$ cat src/rtl/game_flow_ctrl.sv
// Game sequencer: title/play/death/clear/over/win FSM with lives, energy, level and score.
// All outputs registered; PLAY transition conditions appear on state/freeze one edge later.
module game_flow_ctrl #(
    parameter int LIVES_INIT = 3,
    parameter int ENERGY_MAX = 200,
    parameter int ENERGY_DIV = 8,
    parameter int DEATH_HOLD = 60,
    parameter int CLEAR_HOLD = 120,
    parameter int MINER_PTS  = 1000,
    parameter int LEVELS     = 4
) (
    input  logic        clk_char,
    input  logic        rst,
    input  logic        start_n,
    input  logic [15:0] death_flag,
    input  logic        coll_miner,
    input  logic        win_flag,
    output logic [2:0]  state,
    output logic        freeze,
    output logic        respawn,
    output logic [1:0]  lives,
    output logic [3:0]  level,
    output logic [7:0]  energy,
    output logic [15:0] score
);

    typedef enum logic [2:0] {
        S_IDLE  = 3'd0,
        S_PLAY  = 3'd1,
        S_DYING = 3'd2,
        S_CLEAR = 3'd3,
        S_OVER  = 3'd4,
        S_WIN   = 3'd5
    } state_e;

    state_e      state_q, state_d;
    logic        freeze_q, freeze_d;
    logic        respawn_q, respawn_d;
    logic [1:0]  lives_q, lives_d;
    logic [3:0]  level_q, level_d;
    logic [7:0]  energy_q, energy_d;
    logic [15:0] score_q, score_d;
    logic [15:0] hold_q, hold_d;
    logic [15:0] div_q, div_d;
    logic        start_q, start_d;
    logic        miner_q, miner_d;

    logic        start_press;
    logic        miner_rise;
    logic [16:0] score_sum;

    assign start_press = start_q & ~start_n;
    assign miner_rise  = coll_miner & ~miner_q;
    assign score_sum   = {1'b0, score_q} + 17'(MINER_PTS) + {9'b0, energy_q};

    always_comb begin
        state_d   = state_q;
        lives_d   = lives_q;
        level_d   = level_q;
        energy_d  = energy_q;
        score_d   = score_q;
        hold_d    = hold_q;
        div_d     = div_q;
        respawn_d = 1'b0;
        start_d   = start_n;
        miner_d   = coll_miner;

        case (state_q)
            S_IDLE: begin
                if (start_press) begin
                    lives_d   = 2'(LIVES_INIT);
                    score_d   = '0;
                    level_d   = '0;
                    energy_d  = 8'(ENERGY_MAX);
                    div_d     = '0;
                    respawn_d = 1'b1;
                    state_d   = S_PLAY;
                end
            end
            S_PLAY: begin
                if (win_flag) begin
                    state_d = S_WIN;
                end else if ((|death_flag) || energy_q == 8'd0) begin
                    state_d = S_DYING;
                end else if (miner_rise) begin
                    score_d = score_sum[16] ? 16'hFFFF : score_sum[15:0];
                    state_d = S_CLEAR;
                end else if (div_q == 16'(ENERGY_DIV - 1)) begin
                    div_d    = '0;
                    energy_d = energy_q - 8'd1;
                end else begin
                    div_d = div_q + 16'd1;
                end
            end
            S_DYING: begin
                hold_d = hold_q + 16'd1;
                if (hold_q == 16'(DEATH_HOLD - 1)) begin
                    if (lives_q <= 2'd1) begin
                        lives_d = 2'd0;
                        state_d = S_OVER;
                    end else begin
                        lives_d   = lives_q - 2'd1;
                        energy_d  = 8'(ENERGY_MAX);
                        div_d     = '0;
                        respawn_d = 1'b1;
                        state_d   = S_PLAY;
                    end
                end
            end
            S_CLEAR: begin
                hold_d = hold_q + 16'd1;
                if (hold_q == 16'(CLEAR_HOLD - 1)) begin
                    if (level_q == 4'(LEVELS - 1)) begin
                        state_d = S_WIN;
                    end else begin
                        level_d   = level_q + 4'd1;
                        energy_d  = 8'(ENERGY_MAX);
                        div_d     = '0;
                        respawn_d = 1'b1;
                        state_d   = S_PLAY;
                    end
                end
            end
            S_OVER, S_WIN: begin
                if (start_press) state_d = S_IDLE;
            end
            default: state_d = S_IDLE;
        endcase

        // Every state entry starts its hold window from zero.
        if (state_d != state_q) hold_d = '0;
        freeze_d = (state_d != S_PLAY);
    end

    always_ff @(posedge clk_char or posedge rst) begin
        if (rst) begin
            state_q   <= S_IDLE;
            freeze_q  <= 1'b1;
            respawn_q <= 1'b0;
            lives_q   <= '0;
            level_q   <= '0;
            energy_q  <= '0;
            score_q   <= '0;
            hold_q    <= '0;
            div_q     <= '0;
            start_q   <= 1'b1;
            miner_q   <= 1'b0;
        end else begin
            state_q   <= state_d;
            freeze_q  <= freeze_d;
            respawn_q <= respawn_d;
            lives_q   <= lives_d;
            level_q   <= level_d;
            energy_q  <= energy_d;
            score_q   <= score_d;
            hold_q    <= hold_d;
            div_q     <= div_d;
            start_q   <= start_d;
            miner_q   <= miner_d;
        end
    end

    assign state   = state_q;
    assign freeze  = freeze_q;
    assign respawn = respawn_q;
    assign lives   = lives_q;
    assign level   = level_q;
    assign energy  = energy_q;
    assign score   = score_q;

endmodule

$ cat config.mk
export PLATFORM = sky130hd
export DESIGN_NAME = game_flow_ctrl
export DESIGN_NICKNAME = d
export VERILOG_FILES = /design/src/rtl/game_flow_ctrl.sv
export SDC_FILE = /design/constraint.sdc
export NUM_CORES = 1
export LEC_CHECK = 0
export ABC_AREA = 1
export CORE_ASPECT_RATIO = 1.25
export CORE_MARGIN = 10
export CORE_UTILIZATION = 47
export CTS_CLUSTER_SIZE = 20
export DETAILED_ROUTE_END_ITERATION = 10
export PLACE_DENSITY = 0.7
export SLEW_MARGIN = 20
export SYNTH_ARGS = -nofsm -noshare
export SYNTH_HDL_FRONTEND = slang
export SYNTH_SLANG_ARGS = --single-unit
$ cat constraint.sdc
create_clock -name clk_char -period 4.08 [get_ports clk_char]
set_clock_uncertainty 0.1 [all_clocks]
set_input_delay 0.816 -clock clk_char [delete_from_list [all_inputs] [get_ports clk_char]]
set_output_delay 0.816 -clock clk_char [all_outputs]
set_load 0.01 [all_outputs]
==> impl_metrics.yaml, run 1 <==
setup_path:
  cpMostUsedCell: "o21ai_0"
  critPathRequiredTime_ns: 4.18
  cp.arrival_ns: 3.12
  reg2reg_depth: 12
  startpoint: "energy[5]$_DFFE_PP0P_"
  crit_path_end_kind: "flip-flop"
  critPathKind: "reg2reg"
  rrSetupSlack_ns: 1.05
  crit_chain: "inv_1 > ha_1 > inv_1 > ha_1 > a21oi_1 > o21ai_0 > nand2_1 > nand3_1 > nand3_1 > o21ai_0 > nand2_1 > o21ai_0"
  crit_fanout: 15
  cp-start-kind: "flip-flop"
  r2r-end: "score[3]$_DFFE_PP0P_"
  crit_slowest_cell: "nand3_1"
  crit_path_end: "score[3]$_DFFE_PP0P_"
  slowest_delay_ns: 0.54
  worst_r2r_startpoint: "energy[5]$_DFFE_PP0P_"
synth:
  post_synth.cell_area_avg_um2: 7.19
  syn_nets: 707
  synth_area_mm2: 0.00476
  synth_top_family_by_area: "simple AND/OR/NAND/NOR gates"
  ys_types: 39
  ys_seq_area_frac: 0.363
  synth-simple-area-share: 0.358
  synthCells: 663
  ys_warn_count: 0
  muxShareOfSynthArea: 0.00210
  synth_compound_area_frac: 0.0683
  ys_ff_latch: 69
  synth_xor_area_frac: 0.0625
  yosys.area_share.adder: 0.0620
finish:
  diodes: 0
  drive_gt1_frac: 0.0952
  num-nets-final: 764
  syn_to_final_growth_pct: 20.2
  multi_input_area_mm2: 0.00264
  regArea_mm2: 0.00173
  final-instance-count-excl-fill: 854
  nFillCells: 951
  final_common_cell: "nand2_1"
  layout_common_cells: "nand2_1 (180), nor2_1 (83), inv_1 (79)"
routing:
  num_vias: 4457
  drt_iter0_markers: 317
  via_per_inst: 5.22
  first_pass_iters: 4
  drtAntennaViolNets: 0
  routed_wirelength_um: 11800
  drcViolationCount: 0
  wl_per_cell_um: 13.9
floorplanning:
  io_pins: 56
  initial_core_util: 0.476
  die_h_um: 133
  core_mm2: 0.0100
  rows: 41
  die-area_mm2: 0.0146
  die_w_um: 110
pwr:
  irDropWorstVdd_mv: 0.266
  power_frac_comb: 0.540
  leakage_nw: 2.68
  internal_power_w: 0.00209
  p_switching_w: 0.00176
  clock_power_share: 0.211
  power.density_mw_per_mm2: 673
  netSwitchingFraction: 0.457
  seq_power_share: 0.249
global_routing:
  antenna_found_initial: 0
  gr-total-overflow: 0
  grt_usage: 0.168
  first_global_vias: 4565
  grt_pass1_wl_um: 20400
  grt_max_degree: 41
cts:
  cts_buffers: 9
  postCtsSetupBuffers: 0
  h-tree-depth: 3
  tritoncts: "built"
  holdBufCountCts: 0
  cts-root-buf: "clkbuf_16"
  cts.sinks: 69
  post_cts_resized: 0
  clk_pin_slew_worst_paths_ns: 0.06
  clock_latency_ns: 0.34
  clock_path_buffers: 2
place:
  placedCellCount: 838
  hpwl_um: 9050
  gp_congestion: 0.912
  port_buffers: 55
timing:
  finalSetupViolCount: 0
  slew_viol_final: 0
  post-route-period-util: 0.742
  fmax_mhz: 330
  report.final.hold_viol_count: 0
  min_period_ns: 3.03
  tns_ns: 0
  relSlewSlack: 0.538
  worst_pin_slew_ns: 0.691
  rsz0062_at_grt: "no"
run:
  maxCapViolations: 0
min_path:
  holdCritPathClass: "reg2reg"
status:
  status: "completed"
==> state kept, by name, summed over array words and instances (netlist names) <==
| signal | cells |
|---|---|
| div_q | 16 |
| hold_q | 16 |
| score | 16 |
| energy | 8 |
| level | 4 |
| state | 3 |
| lives | 2 |
| freeze | 1 |
| miner_q | 1 |
| respawn | 1 |
| start_q | 1 |
==> cell usage after synthesis, drive strengths merged <==
cell	n	area share
nand2	185	0.15
nor2	102	0.092
inv	85	0.067
dfrtp	67	0.35
nand3	62	0.067
o21ai	41	0.049
xor2	24	0.044
ha	22	0.058
a21oi	13	0.014
nand4	13	0.018
nor3	10	0.014
xnor2	10	0.018
buf	8	0.015
or2	5	0.0066
nor4	4	0.0053
clkbuf	2	0.0016
dfstp	2	0.011
fa	1	0.0042
mux2i	1	0.0021
nand2b	1	0.0013
nand3b	1	0.0024
nor3b	1	0.0016
o21a	1	0.0016
o22ai	1	0.0013
o31ai	1	0.0016
==> how the worst min path moves through the flow <==
stage	startpoint	endpoint	slack (ns)	cells past startpoint
3_3_place_gp	level[3]$_DFFE_PP0P_	level[3]$_DFFE_PP0P_	0.38	1
2_1_floorplan	div_q[1]$_DFFE_PP0P_	div_q[1]$_DFFE_PP0P_	0.37	2
5_1_grt	level[3]$_DFFE_PP0P_	level[3]$_DFFE_PP0P_	0.44	1
6_report	level[3]$_DFFE_PP0P_	level[3]$_DFFE_PP0P_	0.39	1
4_1_cts	level[3]$_DFFE_PP0P_	level[3]$_DFFE_PP0P_	0.40	1
3_5_place_dp	level[3]$_DFFE_PP0P_	level[3]$_DFFE_PP0P_	0.39	1
==> final cells by class <==
type,count,area share
clock inverters,5,0.0103
repair buffers,56,0.0996
multi-input cells,499,0.460
clock buffers,11,0.0441
well taps,129,0.0282
flip-flops and latches,69,0.302
inverters,85,0.0557
==> metal layers <==
layer	track usage	up-vias	share of wire
met2	0.293	120	0.50
met1	0.188	2083	0.41
met3	0.0398	29	0.063
met5	0	-	0
met4	0.0703	0	0.026
li1	-	2225	-
==> power groups by stage <==
stage	sequential (W)	combinational (W)	clock, W
after global routing	0.000982	0.00232	0.000859
after global placement	0.000966	0.00202	0
final	0.000960	0.00208	0.000812
after detailed placement	0.000971	0.00207	0
after CTS	0.000960	0.00208	0.000828
after floorplan	0.000980	0.00151	0
==> through the flow <==
stage	total power (W)	utilization	worst slack, ns	hold slack, ns	cell area (um^2)
floorplan	0.00249	-	1.43	0.375	4760
global placement	0.00298	0.541	1.15	0.379	5420
detailed placement	0.00304	0.541	1.12	0.386	5420
CTS	0.00387	0.573	1.11	0.396	5730
global route	0.00416	0.573	0.754	0.435	5730
finish	0.00385	0.573	1.05	0.390	5730
==> cells by family after synthesis <==
group | after synthesis
simple gates | 384
buf+inv | 95
flops | 69
compound gates | 57
xor+xnor | 34
fa+ha+maj | 23
mux | 1
==> worst max-delay path, delay by kind of cell (launching register included) <==
kind                       cells  cell delay (ns)
buffers and inverters          2             0.14
and+or+nand+nor                4             0.85
DFF                            1             0.43
AOI/OAI and AO/OA              4             0.69
adders and majority gates      2             0.66
Power figures use the tool's default switching activity.
==> run 2: changes to the inputs <==
--- a/config.mk
+++ b/config.mk
@@ -11,7 +11,7 @@
 export CORE_UTILIZATION = 47
 export CTS_CLUSTER_SIZE = 20
 export DETAILED_ROUTE_END_ITERATION = 10
-export PLACE_DENSITY = 0.7
+export PLACE_DENSITY = 0.73
 export SLEW_MARGIN = 20
 export SYNTH_ARGS = -nofsm -noshare
 export SYNTH_HDL_FRONTEND = slang
==> constraint.sdc (replaced) <==
create_clock -name clk_char -period 2.66 [get_ports clk_char]
set_clock_uncertainty 0.1 [all_clocks]
set_input_delay 0.532 -clock clk_char [delete_from_list [all_inputs] [get_ports clk_char]]
set_output_delay 0.532 -clock clk_char [all_outputs]
set_load 0.01 [all_outputs]
==> impl_metrics.yaml, run 2 (synthesized netlist as in run 1, its figures left out) <==
cts:
  h-tree-depth: 3
  tritoncts: "built"
  clock_latency_ns: 0.34
  postCtsSetupBuffers: 0
  post_cts_resized: 0
  cts_buffers: 9
  clk_pin_slew_worst_paths_ns: 0.06
  clock_path_buffers: 2
  cts.sinks: 69
  holdBufCountCts: 0
  cts-root-buf: "clkbuf_16"
floorplanning:
  die-area_mm2: 0.0146
  core_mm2: 0.0100
  die_h_um: 133
  initial_core_util: 0.476
  rows: 41
  io_pins: 56
  die_w_um: 110
place:
  placedCellCount: 854
  port_buffers: 55
  gp_congestion: 0.929
  hpwl_um: 9260
routing:
  wl_per_cell_um: 13.9
  first_pass_iters: 5
  via_per_inst: 5.15
  drt_iter0_markers: 268
  routed_wirelength_um: 12100
  drcViolationCount: 0
  drtAntennaViolNets: 0
  num_vias: 4481
setup_path:
  crit_family: "adder cells"
  reg2reg_depth: 13
  crit_buf_inv: 3
  slowest_delay_ns: 0.34
  cp-start-kind: "flip-flop"
  worst_r2r_startpoint: "score[5]$_DFFE_PP0P_"
  r2r-end: "score[3]$_DFFE_PP0P_"
  crit_chain: "inv_1 > ha_1 > inv_1 > ha_1 > a21oi_1 > o21ai_0 > nand2_1 > nand3_1 > nand3_1 > buf_12 > o21ai_0 > nand2_1 > o21ai_0"
  critPathRequiredTime_ns: 2.78
  cp.arrival_ns: 2.56
  crit_path_end_kind: "flip-flop"
  cpMostUsedCell: "o21ai_0"
  critPathKind: "reg2reg"
  crit_slowest_cell: "dfrtp_1"
  crit_fanout: 15
  rrSetupSlack_ns: 0.22
finish:
  final_common_cell: "nand2_1"
  final-instance-count-excl-fill: 870
  layout_common_cells: "nand2_1 (180), nor2_1 (83), inv_1 (79)"
  nFillCells: 928
  syn_to_final_growth_pct: 23.0
  num-nets-final: 780
  diodes: 0
  drive_gt1_frac: 0.115
global_routing:
  antenna_found_initial: 0
  grt_max_degree: 70
  grt_pass1_wl_um: 20700
  gr-total-overflow: 0
  grt_usage: 0.172
  first_global_vias: 4538
timing:
  finalSetupViolCount: 0
  report.final.hold_viol_count: 0
  min_period_ns: 2.44
  relSlewSlack: 0.705
  rsz0062_at_grt: "no"
  tns_ns: 0
  slew_viol_final: 0
  post-route-period-util: 0.916
  worst_pin_slew_ns: 0.443
  fmax_mhz: 410
  holdWs_ns: 0.395
status:
  status: "completed"
pwr:
  leakage_nw: 2.77
  irDropWorstVdd_mv: 0.448
  power.density_mw_per_mm2: 1040
  total_power_w: 0.00607
min_path:
  holdCritPathClass: "reg2reg"
  min_path_cells: 1
  worstHoldStart: "level[3]$_DFFE_PP0P_"
  hold_end: "level[3]$_DFFE_PP0P_"
run:
  maxCapViolations: 0
run 2: area by class of cell:
class / instances / area (um^2) / share of cell area
clock inverter: 7 / 73.8 / 0.0126
multi-input combinational: 499 / 2640 / 0.450
inverter: 85 / 319 / 0.0544
timing repair buffer: 72 / 716 / 0.122
clock buffer: 9 / 225 / 0.0384
tap: 129 / 161 / 0.0275
sequential: 69 / 1730 / 0.295
run 2: worst max-delay path by stage:
stage	from	end	cells after the start
final	score[5]$_DFFE_PP0P_	score[3]$_DFFE_PP0P_	13
after global routing	energy[1]$_DFFE_PP0P_	div_q[0]$_DFFE_PP0P_	14
after CTS	energy[6]$_DFFE_PP0P_	score[3]$_DFFE_PP0P_	13
after detailed placement	death_flag[5]	div_q[0]$_DFFE_PP0P_	12
after global placement	death_flag[7]	div_q[3]$_DFFE_PP0P_	12
after floorplan	rst	div_q[0]$_DFFE_PP0P_	1
run 2: routing by layer:
| metal | wire length, um | track usage |
|---|---|---|
| met1 | 4930 | 0.192 |
| met2 | 6170 | 0.300 |
| met3 | 699 | 0.0384 |
| met4 | 309 | 0.0732 |
| met5 | 0 | 0 |
run 2: where the power goes:
group          leakage [nW]  internal, W  total [W]  switching, W
clock network         0.146     0.000731    0.00124      0.000504
logic                  1.69      0.00134    0.00340       0.00206
registers             0.934      0.00124    0.00144      0.000193
total                  2.77      0.00331    0.00607       0.00276
run 2: per-stage QoR:
| step | util | setup slack, ns | area [um^2] |
|---|---|---|---|
| after floorplan | - | 0.291 | 4760 |
| after global placement | 0.556 | 0.143 | 5560 |
| after detailed placement | 0.556 | 0.0736 | 5560 |
| after CTS | 0.586 | 0.225 | 5860 |
| after global routing | 0.586 | 0.0154 | 5860 |
| final | 0.586 | 0.224 | 5860 |
==> run 3: changes to the inputs <==
--- a/config.mk
+++ b/config.mk
@@ -6,12 +6,14 @@
 export NUM_CORES = 1
 export LEC_CHECK = 0
 export ABC_AREA = 1
+export CELL_PAD_IN_SITES_DETAIL_PLACEMENT = 1
+export CELL_PAD_IN_SITES_GLOBAL_PLACEMENT = 1
 export CORE_ASPECT_RATIO = 1.25
 export CORE_MARGIN = 10
-export CORE_UTILIZATION = 47
+export CORE_UTILIZATION = 37
 export CTS_CLUSTER_SIZE = 20
 export DETAILED_ROUTE_END_ITERATION = 10
-export PLACE_DENSITY = 0.73
+export PLACE_DENSITY = 0.78
 export SLEW_MARGIN = 20
 export SYNTH_ARGS = -nofsm -noshare
 export SYNTH_HDL_FRONTEND = slang
==> impl_metrics.yaml, run 3 (synthesized netlist as in run 1, its figures left out) <==
status:
  status: "completed"
pwr:
  power_frac_comb: 0.570
  seq_power_share: 0.236
  clock_power_share: 0.194
  p_switching_w: 0.00281
  internal_power_w: 0.00333
  leakage_nw: 2.75
  irDropWorstVdd_mv: 0.469
  netSwitchingFraction: 0.458
  power.density_mw_per_mm2: 1040
finish:
  syn_to_final_growth_pct: 23.9
  nFillCells: 1629
  final_cell_area_mm2: 0.00590
  diodes: 0
  layout_common_cells: "nand2_1 (179), nor2_1 (83), inv_1 (79)"
  final_common_cell: "nand2_1"
  post-route-util: 0.466
  drive_gt1_frac: 0.113
  final-instance-count-excl-fill: 909
  num-nets-final: 780
global_routing:
  grt_max_degree: 70
  gr-total-overflow: 0
  first_global_vias: 5100
  grt_usage: 0.163
  antenna_found_initial: 0
  grt_pass1_wl_um: 24100
setup_path:
  slowest_delay_ns: 0.40
  cpMostUsedCell: "nand2_1"
  critPathKind: "reg2reg"
  crit_family: "adder cells"
  crit_buf_inv: 2
  crit_chain: "ha_1 > ha_1 > inv_1 > fa_1 > inv_1 > nand3_1 > nand2_1 > nand2_1 > nand2_1 > nand2_1 > nand2_1 > o21ai_0 > nand2_1 > nand2_1"
  rrSetupSlack_ns: 0.20
  cp-start-kind: "flip-flop"
  crit_path_end_kind: "flip-flop"
  critPathRequiredTime_ns: 2.78
  crit_slowest_cell: "dfrtp_1"
  crit_fanout: 4
  cp.arrival_ns: 2.58
cts:
  clk_pin_slew_worst_paths_ns: 0.06
  h-tree-depth: 3
  clock_path_buffers: 2
  cts.sinks: 69
  tritoncts: "built"
  holdBufCountCts: 0
  postCtsSetupBuffers: 0
  cts-root-buf: "clkbuf_16"
  clock_latency_ns: 0.34
  cts_buffers: 9
  post_cts_resized: 0
timing:
  worst_pin_slew_ns: 0.457
  finalSetupViolCount: 0
  tns_ns: 0
  fmax_mhz: 407
  fin_ws_ns: 0.201
  slew_viol_final: 0
  post-route-period-util: 0.924
  report.final.hold_viol_count: 0
  min_period_ns: 2.46
  relSlewSlack: 0.695
  rsz0062_at_grt: "no"
routing:
  num_vias: 4548
  first_pass_iters: 4
  drt_iter0_markers: 176
  drcViolationCount: 0
  drtAntennaViolNets: 0
  routed_wirelength_um: 14000
  wl_per_cell_um: 15.4
  via_per_inst: 5.00
floorplanning:
  die_w_um: 121
  rows: 46
  die_h_um: 147
  initial_core_util: 0.376
  core_mm2: 0.0127
  die-area_mm2: 0.0178
  io_pins: 56
place:
  dpl_worst_slack_ns: 0.0925
  gp_congestion: 0.871
  placedCellCount: 893
  place_area_mm2: 0.00561
  hpwl_um: 10900
  port_buffers: 55
run:
  maxCapViolations: 0
min_path:
  holdCritPathClass: "reg2reg"
-- run 3: area by class of cell --
| class | count | area (um^2) | area share |
|---|---|---|---|
| tap | 168 | 210 | 0.0356 |
| timing repair buffer | 72 | 716 | 0.121 |
| clock inverter | 4 | 50.0 | 0.00848 |
| clock buffer | 12 | 236 | 0.0401 |
| inverter | 85 | 319 | 0.0540 |
| multi-input combinational | 499 | 2640 | 0.448 |
| sequential | 69 | 1730 | 0.293 |
-- run 3: worst register-to-register path: stages (launching register included) --
cell and delay [ns]:
dfrtp_1 0.40, ha_1 0.29, ha_1 0.20, inv_1 0.08
fa_1 0.39, inv_1 0.09, nand3_1 0.06, nand2_1 0.16
nand2_1 0.07, nand2_1 0.11, nand2_1 0.06, nand2_1 0.09
o21ai_0 0.11, nand2_1 0.08, nand2_1 0.06
-- run 3: final timing paths --
path                                       from                     to  cells after the start
max reg2reg                score[1]$_DFFE_PP0P_  score[11]$_DFFE_PP0P_                     14
max in group asynchronous                   rst       freeze$_DFF_PP1_                      3
min reg2reg                level[3]$_DFFE_PP0P_   level[3]$_DFFE_PP0P_                      1
max                        score[1]$_DFFE_PP0P_  score[11]$_DFFE_PP0P_                     14
min in group asynchronous                   rst  score[13]$_DFFE_PP0P_                      3
min                        level[3]$_DFFE_PP0P_   level[3]$_DFFE_PP0P_                      1
-- run 3: per-stage QoR --
stage | total power, W | hold slack [ns]
after floorplan | 0.00383 | 0.375
after global placement | 0.00487 | 0.376
after detailed placement | 0.00496 | 0.395
after CTS | 0.00622 | 0.403
after global routing | 0.00672 | 0.460
final | 0.00614 | 0.404
-- run 3: metal layers --
metal	global-route usage	up-vias	wire length, um
met5	0	-	0
met4	0.0370	0	140
met3	0.0318	11	312
met2	0.320	38	7880
met1	0.170	2247	5640
li1	-	2252	-
-- run 3: power groups by stage --
stage | Combinational [W] | Sequential (W) | Clock, W
6_report | 0.00350 | 0.00145 | 0.00119
5_1_grt | 0.00397 | 0.00148 | 0.00127
4_1_cts | 0.00355 | 0.00145 | 0.00122
3_5_place_dp | 0.00350 | 0.00146 | 0
3_3_place_gp | 0.00341 | 0.00146 | 0
2_1_floorplan | 0.00232 | 0.00150 | 0
